==> src/rtl/hs_rx_pkg.sv <==
// Shared types and constants for the D-PHY HS receive byte aligner.
package hs_rx_pkg;

  localparam int unsigned BYTE_W = 8;
  localparam int unsigned WIN_W  = 2 * BYTE_W;
  localparam int unsigned OFFS_W = 3;
  localparam int unsigned K_W    = 4;

  localparam logic [BYTE_W-1:0] SYNC_BYTE = 8'hB8;

  typedef enum logic [1:0] {
    IDLE   = 2'd0,
    HUNT   = 2'd1,
    STREAM = 2'd2
  } state_t;

  typedef struct packed {
    logic           hit;
    logic [K_W-1:0] k;
  } sync_match_t;

  // Scan offsets high to low so the lowest matching offset is the one kept.
  function automatic sync_match_t sync_match(input logic [WIN_W-1:0]  w,
                                             input logic [BYTE_W-1:0] pattern);
    sync_match_t r;
    r.hit = 1'b0;
    r.k   = '0;
    for (int k = int'(BYTE_W); k >= 1; k--) begin
      if (w[k +: BYTE_W] == pattern) begin
        r.hit = 1'b1;
        r.k   = K_W'(k);
      end
    end
    return r;
  endfunction

endpackage

==> src/rtl/hs_rx_byte_aligner_if.sv <==
// PPI-side signal bundle between the HS deserialiser front end and the aligner.
interface hs_rx_byte_aligner_if;
  import hs_rx_pkg::*;

  logic              Enable;
  logic [BYTE_W-1:0] DataHS;
  logic              RxSyncHS;
  logic [BYTE_W-1:0] RxDataHS;
  logic              RxValidHS;
  logic              RxActiveHS;
  logic [OFFS_W-1:0] AlignOffset;
  logic              ErrSotSyncHS;

  modport master (
    output Enable, DataHS, RxSyncHS,
    input  RxDataHS, RxValidHS, RxActiveHS, AlignOffset, ErrSotSyncHS
  );

  modport slave (
    input  Enable, DataHS, RxSyncHS,
    output RxDataHS, RxValidHS, RxActiveHS, AlignOffset, ErrSotSyncHS
  );

endinterface

==> src/rtl/hs_trail_delay_line.sv <==
// Fixed-depth byte delay line with per-slot valid bits; whatever is still inside
// when the burst ends is the HS trail and gets flushed.
module hs_trail_delay_line
  import hs_rx_pkg::*;
#(
  parameter int unsigned DEPTH = 2
) (
  input  logic              clk,
  input  logic              rst,
  input  logic              flush,
  input  logic              in_valid,
  input  logic [BYTE_W-1:0] in_data,
  output logic              out_valid,
  output logic [BYTE_W-1:0] out_data
);

  logic [DEPTH-1:0]  vld_q;
  logic [BYTE_W-1:0] data_q [DEPTH];

  always_ff @(posedge clk) begin
    if (rst || flush) begin
      vld_q <= '0;
      for (int i = 0; i < int'(DEPTH); i++) begin
        data_q[i] <= '0;
      end
    end else begin
      vld_q[0]  <= in_valid;
      data_q[0] <= in_data;
      for (int i = 1; i < int'(DEPTH); i++) begin
        vld_q[i]  <= vld_q[i-1];
        data_q[i] <= data_q[i-1];
      end
    end
  end

  assign out_valid = vld_q[DEPTH-1];
  assign out_data  = data_q[DEPTH-1];

endmodule

==> src/rtl/hs_rx_byte_aligner.sv <==
// Locks onto the HS sync byte bit offset, realigns the burst and withholds the
// trailing TRAIL_BYTES bytes so HS-trail never reaches the PPI.
module hs_rx_byte_aligner
  import hs_rx_pkg::*;
#(
  parameter int unsigned TRAIL_BYTES = 2
) (
  input logic                 RxByteClkHS,
  input logic                 Rst,
  hs_rx_byte_aligner_if.slave bus
);

  state_t            state_q, state_d;
  logic [BYTE_W-1:0] d1_q, d2_q;

  logic [BYTE_W-1:0] data_q;
  logic              valid_q, active_q, err_q;
  logic [OFFS_W-1:0] offset_q;

  logic [BYTE_W-1:0] data_d;
  logic              valid_d, active_d, err_d;
  logic [OFFS_W-1:0] offset_d;

  sync_match_t       match_c;
  logic              lock_c, err_c, push_c, flush_c;
  logic [K_W-1:0]    k_c;
  logic [BYTE_W-1:0] aligned_c;
  logic              dl_valid_c;
  logic [BYTE_W-1:0] dl_data_c;

  assign match_c = sync_match({d1_q, d2_q}, SYNC_BYTE);
  assign flush_c = ~bus.Enable;

  // Next state plus the next value of every registered output.
  always_comb begin
    state_d  = state_q;
    lock_c   = 1'b0;
    err_c    = 1'b0;
    push_c   = 1'b0;
    k_c      = K_W'(BYTE_W);
    data_d   = '0;
    valid_d  = 1'b0;
    active_d = 1'b0;
    offset_d = offset_q;
    err_d    = 1'b0;

    if (state_q == HUNT && bus.Enable && bus.RxSyncHS) begin
      lock_c = match_c.hit;
      err_c  = ~match_c.hit;
    end

    // Offset code 0 stands for a full-byte shift.
    if (lock_c) begin
      k_c = match_c.k;
    end else if (offset_q != '0) begin
      k_c = K_W'(offset_q);
    end
    aligned_c = BYTE_W'({bus.DataHS, d1_q} >> k_c);

    push_c = bus.Enable && (lock_c || state_q == STREAM);

    case (state_q)
      IDLE:    if (bus.Enable) state_d = HUNT;
      HUNT:    if (lock_c) state_d = STREAM;
      STREAM:  state_d = STREAM;
      default: state_d = IDLE;
    endcase
    if (!bus.Enable) state_d = IDLE;

    active_d = push_c;
    valid_d  = bus.Enable && dl_valid_c;
    data_d   = valid_d ? dl_data_c : '0;
    if (lock_c) offset_d = match_c.k[OFFS_W-1:0];
    err_d    = err_c;
  end

  always_ff @(posedge RxByteClkHS) begin
    if (Rst) begin
      state_q  <= IDLE;
      d1_q     <= '0;
      d2_q     <= '0;
      data_q   <= '0;
      valid_q  <= 1'b0;
      active_q <= 1'b0;
      offset_q <= '0;
      err_q    <= 1'b0;
    end else begin
      state_q  <= state_d;
      d1_q     <= bus.DataHS;
      d2_q     <= d1_q;
      data_q   <= data_d;
      valid_q  <= valid_d;
      active_q <= active_d;
      offset_q <= offset_d;
      err_q    <= err_d;
    end
  end

  hs_trail_delay_line #(
    .DEPTH (TRAIL_BYTES)
  ) u_trail (
    .clk       (RxByteClkHS),
    .rst       (Rst),
    .flush     (flush_c),
    .in_valid  (push_c),
    .in_data   (aligned_c),
    .out_valid (dl_valid_c),
    .out_data  (dl_data_c)
  );

  assign bus.RxDataHS     = data_q;
  assign bus.RxValidHS    = valid_q;
  assign bus.RxActiveHS   = active_q;
  assign bus.AlignOffset  = offset_q;
  assign bus.ErrSotSyncHS = err_q;

endmodule
==> src/flat_wrapper.sv <==
// flat-port wrapper written by rule: the top's interface ports become plain ports
module hs_rx_byte_aligner_flat import hs_rx_pkg::*;
#(
  parameter int unsigned TRAIL_BYTES = 2
)
  (RxByteClkHS, Rst, bus_Enable, bus_DataHS, bus_RxSyncHS, bus_RxDataHS, bus_RxValidHS, bus_RxActiveHS, bus_AlignOffset, bus_ErrSotSyncHS);
  hs_rx_byte_aligner_if bus_i ();
  input logic RxByteClkHS;
  input logic Rst;
  input wire logic [$bits(bus_i.Enable)-1:0] bus_Enable;
  input wire logic [$bits(bus_i.DataHS)-1:0] bus_DataHS;
  input wire logic [$bits(bus_i.RxSyncHS)-1:0] bus_RxSyncHS;
  output wire logic [$bits(bus_i.RxDataHS)-1:0] bus_RxDataHS;
  output wire logic [$bits(bus_i.RxValidHS)-1:0] bus_RxValidHS;
  output wire logic [$bits(bus_i.RxActiveHS)-1:0] bus_RxActiveHS;
  output wire logic [$bits(bus_i.AlignOffset)-1:0] bus_AlignOffset;
  output wire logic [$bits(bus_i.ErrSotSyncHS)-1:0] bus_ErrSotSyncHS;
  assign bus_i.Enable = bus_Enable;
  assign bus_i.DataHS = bus_DataHS;
  assign bus_i.RxSyncHS = bus_RxSyncHS;
  assign bus_RxDataHS = bus_i.RxDataHS;
  assign bus_RxValidHS = bus_i.RxValidHS;
  assign bus_RxActiveHS = bus_i.RxActiveHS;
  assign bus_AlignOffset = bus_i.AlignOffset;
  assign bus_ErrSotSyncHS = bus_i.ErrSotSyncHS;
  hs_rx_byte_aligner #(.TRAIL_BYTES(TRAIL_BYTES)) u_core (.RxByteClkHS(RxByteClkHS), .Rst(Rst), .bus(bus_i));
endmodule
==> config.mk <==
export PLATFORM = sky130hd
export DESIGN_NAME = hs_rx_byte_aligner_flat
export DESIGN_NICKNAME = d
export VERILOG_FILES = /design/src/rtl/hs_rx_pkg.sv /design/src/rtl/hs_rx_byte_aligner_if.sv /design/src/rtl/hs_trail_delay_line.sv /design/src/rtl/hs_rx_byte_aligner.sv /design/src/flat_wrapper.sv
export SDC_FILE = /design/constraint.sdc
export NUM_CORES = 1
export LEC_CHECK = 0
export CORE_MARGIN = 2
export CORE_UTILIZATION = 28
export CTS_BUF_LIST = sky130_fd_sc_hd__clkbuf_8 sky130_fd_sc_hd__clkbuf_16
export DETAILED_ROUTE_END_ITERATION = 10
export MAX_ROUTING_LAYER = met4
export PLACE_DENSITY = 0.44
export SYNTH_ARGS = -nofsm -noshare
export SYNTH_HDL_FRONTEND = slang
export SYNTH_SLANG_ARGS = --single-unit
export TNS_END_PERCENT = 10
==> constraint.sdc <==
create_clock -name RxByteClkHS -period 4.1 [get_ports RxByteClkHS]
set_input_delay 0.82 -clock RxByteClkHS [delete_from_list [all_inputs] [get_ports RxByteClkHS]]
set_output_delay 0.82 -clock RxByteClkHS [all_outputs]
set_load 0.1 [all_outputs]
Word-level counts from Yosys, hierarchy flattened. Memories as Yosys holds them, arrays and structs flattened. A register that Yosys moved wholly into a read port is not among the register bits. Cells that the tools add are included.

Flip-flop bits (word level): 26. Memory bits (writable): 16. Logic and storage cells: 56. Memories: 1.

Equality and inequality tests: 11. Shift-type cells: 1. Muxes and demuxes: 18. Bitwise logic cells: 6. Reduce and logical (&&, ||, !) cells: 11.

Memory list: u_core.u_trail.data_q (words 2, bits a word 8, rd ports 2, clocked after memory_dff 1, wr ports 2, line hs_trail_delay_line.sv:18) `logic [BYTE_W-1:0] data_q [DEPTH];`.

Operators by type and width (count): $eq A8 B8 Y1 const B (8); $mux W5 (8); $mux W8 (2); $shr A16 B4 Y8 (1); $mux W4 (2); $pmux W2 S3 (1); $reduce_or A2 Y1 (3); $logic_and A1 B1 Y1 (4); $mux W1 (4); $not A1 Y1 (4); $reduce_bool A3 Y1 (1); $eq A2 B1 Y1 const B (1); $eq A2 B2 Y1 const B (1); $logic_not A2 Y1 (1); $logic_or A1 B1 Y1 (2); $mux W2 (1); $ne A2 B1 Y1 const B (1); $or A1 B1 Y1 (2).

Depth between registers and ports, before layout.
Depth in word-level cells: 13. Gate-level depth with buffers: 11. Mapped depth without buffers: 9.

By module. Synthesis repeated with hierarchy kept, for this count alone.

Cell total of the unflattened synthesis: 228. Area total of the unflattened synthesis: 2409.8 sq um.

By module, submodules not included: hs_rx_byte_aligner (instances 1, cells an instance 180, area each 1750.4 sq um, sequential area each 620.6 sq um); hs_trail_delay_line (instances 1, cells an instance 48, area each 659.4 sq um, sequential area each 360.3 sq um).

Worst setup path before layout. No wires, ideal clock.

Path kind: input -> register. Start: in bus_RxSyncHS. End: mem u_core.u_trail.data_q[0][2]. Data arrival time: 2.372 ns. Data required time: 3.978 ns. Path slack: 1.607 ns. Stages on the path: 7. Path buffers: 0. Cells stage by stage: and3_1 and3_1 o221ai_4 o21ai_2 mux2_2 mux2_2 a221o_1.

RTL lines: from (decl) (line flat_wrapper.sv:12) `input wire logic [$bits(bus_i.RxSyncHS)-1:0] bus_RxSyncHS;`; to (decl) (line hs_trail_delay_line.sv:18).

==> impl_summary.md <==
Global routing
Global routing used 13.5% of the available tracks across all layers. The via count of the first global-routing pass was 1769. The number of antenna violations at the first check in global routing is 0.

The maximum number of pins on one net before global-route repair is 24. The global-route congestion overflow total is 0. The first-pass GRT wire length is 8980 um.

Worst setup path
The setup check on the worst reg-to-reg path leaves a slack of 0.92 ns. Along the worst path, the maximum fanout reaches 21. The setup path with the least slack is of type input pin to register.

STA puts the critical path data required time at about 4.3 ns. The signal arrival time at the worst endpoint is between 3 and 4 ns. The sort of element at the start of the critical path is an input pin.

STA classifies the critical path endpoint as a register.

Yosys
The commonest cells after synthesis are dfxtp_1 (49), o211ai_1 (25), nor2_1 (18). The share of synthesized cell area in and, or, nand and nor gates is 26.3%. The fraction of post-synthesis cell area in the top cell type by area is 42.8%. The sequential-to-total area share from yosys stat is 42.8%. Synthesis inferred 49 register bits. The number of nets handed over by synthesis was around 250. The cell area that synthesis handed to floorplanning was 0.00229 mm2.

The post-synthesis area per instance is 9.80 um2. After synthesis, the cell types taking the most area are dfxtp_1 (43%), o211ai_1 (8.2%), and2_1 (3.5%), nor2b_1 (3.3%), and3_1 (3.0%). Yosys printed 0 warnings. The number of synthesized flops with an enable pin is 0.

The most common flop cell mapped by yosys is dfxtp_1. The main combinational cell family by area after synthesis is simple AND/OR/NAND/NOR gates. The fraction of registers with async set or reset after synthesis is 0%. Summing the areas of all xor and xnor instances in the mapped netlist gives 0% of the synthesized area. The biggest area contributor in the post-synthesis netlist is dfxtp_1.

The synthesized netlist devotes 1.64% of its cell area to adder and majority cells. Measured against the total synthesized area, the mux share comes to 6.55%. The synthesized instance count is 234. The post-synthesis cell type count is 47. The complex-gate fraction of the synthesized area is between 10% and 20%. The most common cell in the synthesized netlist is dfxtp_1.

Die
After floorplanning, the core was sized to cover between 0.008 and 0.009 mm2. The vertical extent of the die is 94.5 um. The floorplan has 33 rows. The die covers 0.00893 mm2. For this configuration, the core starts out at a cell density of 28.3%. 26 I/O pins were placed. The horizontal die dimension is 94.5 um.

STA
The count of pins over their slew limit was 0. The final period demand of the worst path is 3.18 ns. The worst clock skew is 0.0124 ns.

Setup slack on the critical path of the routed design comes to 0.915 ns. Setup repair after global routing left no endpoint under its margin. Measured against its own limit, the worst slew margin works out to 33.8%. The count of final hold-check violations is 0. The final-report setup violation count is 0. The top achievable clock speed is about 310 MHz.

Hold timing on the final database bottoms out at a slack of 0.431 ns. The setup total negative slack is 0 ns. The final critical-path share of the clock period is between 70 and 80%. The slew at the pin with the worst max-slew slack is ~0.99 ns.

Clocking
The maximum clock path buffer count is 2. In this run, post-CTS repair resized a total of 0 instances. Post-CTS timing repair inserted 0 buffers for setup. In this run the clock root is driven by a clkbuf_8. Clock-pin slew was measured on the worst setup and hold paths at around 0.10 ns. For the worst-skew pair, the clock arrives at the later sink with an insertion delay of 0.32 ns. The clock net in this run drives a total of 49 sinks. TritonCTS created 5 clock buffers. The clock tree from TritonCTS is yes. The cts-stage hold buffer count is 0. The deepest level of the CTS H-tree is 2.

Power
The leakage component of the power is about 0.0011 uW. The largest voltage drop on the vdd net is 0.114 mV. The power density normalized to cell area is around 320 mW/mm2.

Status
The flow ran to the end, and the final reports show no timing, DRC or antenna violations.

Final layout
The finished layout holds 365 standard cells, fillers aside. The net total in the final layout is approximately 270. The fraction of final layout cells with drive strength greater than 1 is 10.8%.

From synthesis to final layout, the design area changed by 19.8%. 0 antenna diodes ended up in the layout. Fill cells in the final layout number 845.

Routing
The count of antenna-violating nets left after detailed routing is 0. The first routing iteration left about 110 violations. The first TritonRoute pass finished after 4 iterations. Using the TritonRoute via totals, the vias-per-cell ratio works out to 4.90. The remaining design rule violation count is 0.

The wire length after detailed routing is around 5300 um. In the final routed layout, each cell accounts on average for 14.6 um. Across all layers, the routed design uses 1789 vias.

Run
The max-capacitance violation count is 0.

Placed design
At the end of routability-driven placement, the weighted congestion stood at 0.834. Once detailed placement completed, the half-perimeter wirelength came to 3950 um. The number of port buffers is 25. The total placed cells including tap cells is between 300 and 400. The pre-CTS worst setup slack is 0.604 ns.

Min path
The classification of the worst-slack hold path is register to register.
==> path summary, 6_finish.rpt <==
path	from	to	depth (start not counted)
setup / recovery	bus_Enable	u_core.u_trail.data_q[0][2]	7
hold reg to reg	u_core.u_trail.data_q[0][4]	u_core.u_trail.data_q[1][4]	1
setup reg to reg	u_core.d1_q[3]	u_core.u_trail.data_q[0][2]	8
hold / removal	u_core.u_trail.data_q[0][4]	u_core.u_trail.data_q[1][4]	1
==> metal layers <==
| metal | global-route usage (%) | vias up | routed length [um] |
|---|---|---|---|
| met5 | - | - | 0 |
| met4 | 5.07 | 0 | 89 |
| met3 | 2.71 | 7 | 185 |
| met2 | 22.6 | 39 | 2490 |
| met1 | 16.0 | 839 | 2550 |
| li1 | - | 904 | - |
==> power by group <==
group	switching [uW]	internal (uW)	total [uW]
Clock	183	124	307
Combinational	35.6	33.0	68.6
Sequential	11.8	489	501
==> final cells by class <==
class,count,area (um2),share of cell area [%]
timing repair buffer,29,280,10.2
clock buffer,5,68.8,2.51
sequential,49,981,35.7
inverter,11,41.3,1.50
tap,105,131,4.79
multi-input combinational,163,1220,44.3
clock inverter,3,26.3,0.957
==> cells in the final DEF (no fill, tap or decap), types with 3 or more instances in the layout <==
cell type        instances
dfxtp_1                 49
o211ai_1                25
clkdlybuf4s50_1         25
nor2_1                  18
and2_1                  13
nor2b_1                 12
inv_1                   11
nand2_1                 11
and3_1                  11
nand3_1                  9
o21ai_1                  6
and4bb_1                 5
clkbuf_8                 5
nand2b_1                 4
nor4bb_1                 4
mux2_1                   4
buf_4                    4
mux2i_1                  3
ha_1                     3
==> state kept, by name, indices dropped and copies added, names as in the netlist <==
signal / count
u_core.bus.AlignOffset: 3
u_core.d1_q: 8
u_core.state_q: 2
u_core.bus.ErrSotSyncHS: 1
u_core.u_trail.vld_q: 2
u_core.bus.RxActiveHS: 1
u_core.d2_q: 7
u_core.bus.RxValidHS: 1
u_core.bus.RxDataHS: 8
u_core.u_trail.data_q: 16
==> stage by stage <==
step	area, um2	utilization, %	power, uW
after global placement	2650	32.7	581
after global routing	2750	33.9	921
after floorplan	2290	-	551
final	2750	33.9	876
after detailed placement	2650	32.7	581
after CTS	2750	33.9	894
==> critical path, stage by stage <==
cell             delay (ns)
clkdlybuf4s50_1        0.44
and3_1                 0.24
o21a_4                 0.20
o21ai_2                0.68
mux2_2                 0.43
mux2_2                 0.27
a221o_1                0.31
==> logic make-up after synthesis <==
kind of cell             count (synthesis)
adder cells (fa/ha/maj)                  3
multiplexers                            12
AO/OA/AOI/OAI                           52
flip-flops                              49
AND/OR/NAND/NOR                         96
buffers and inverters                   22
Power figures use the tool's default switching activity.
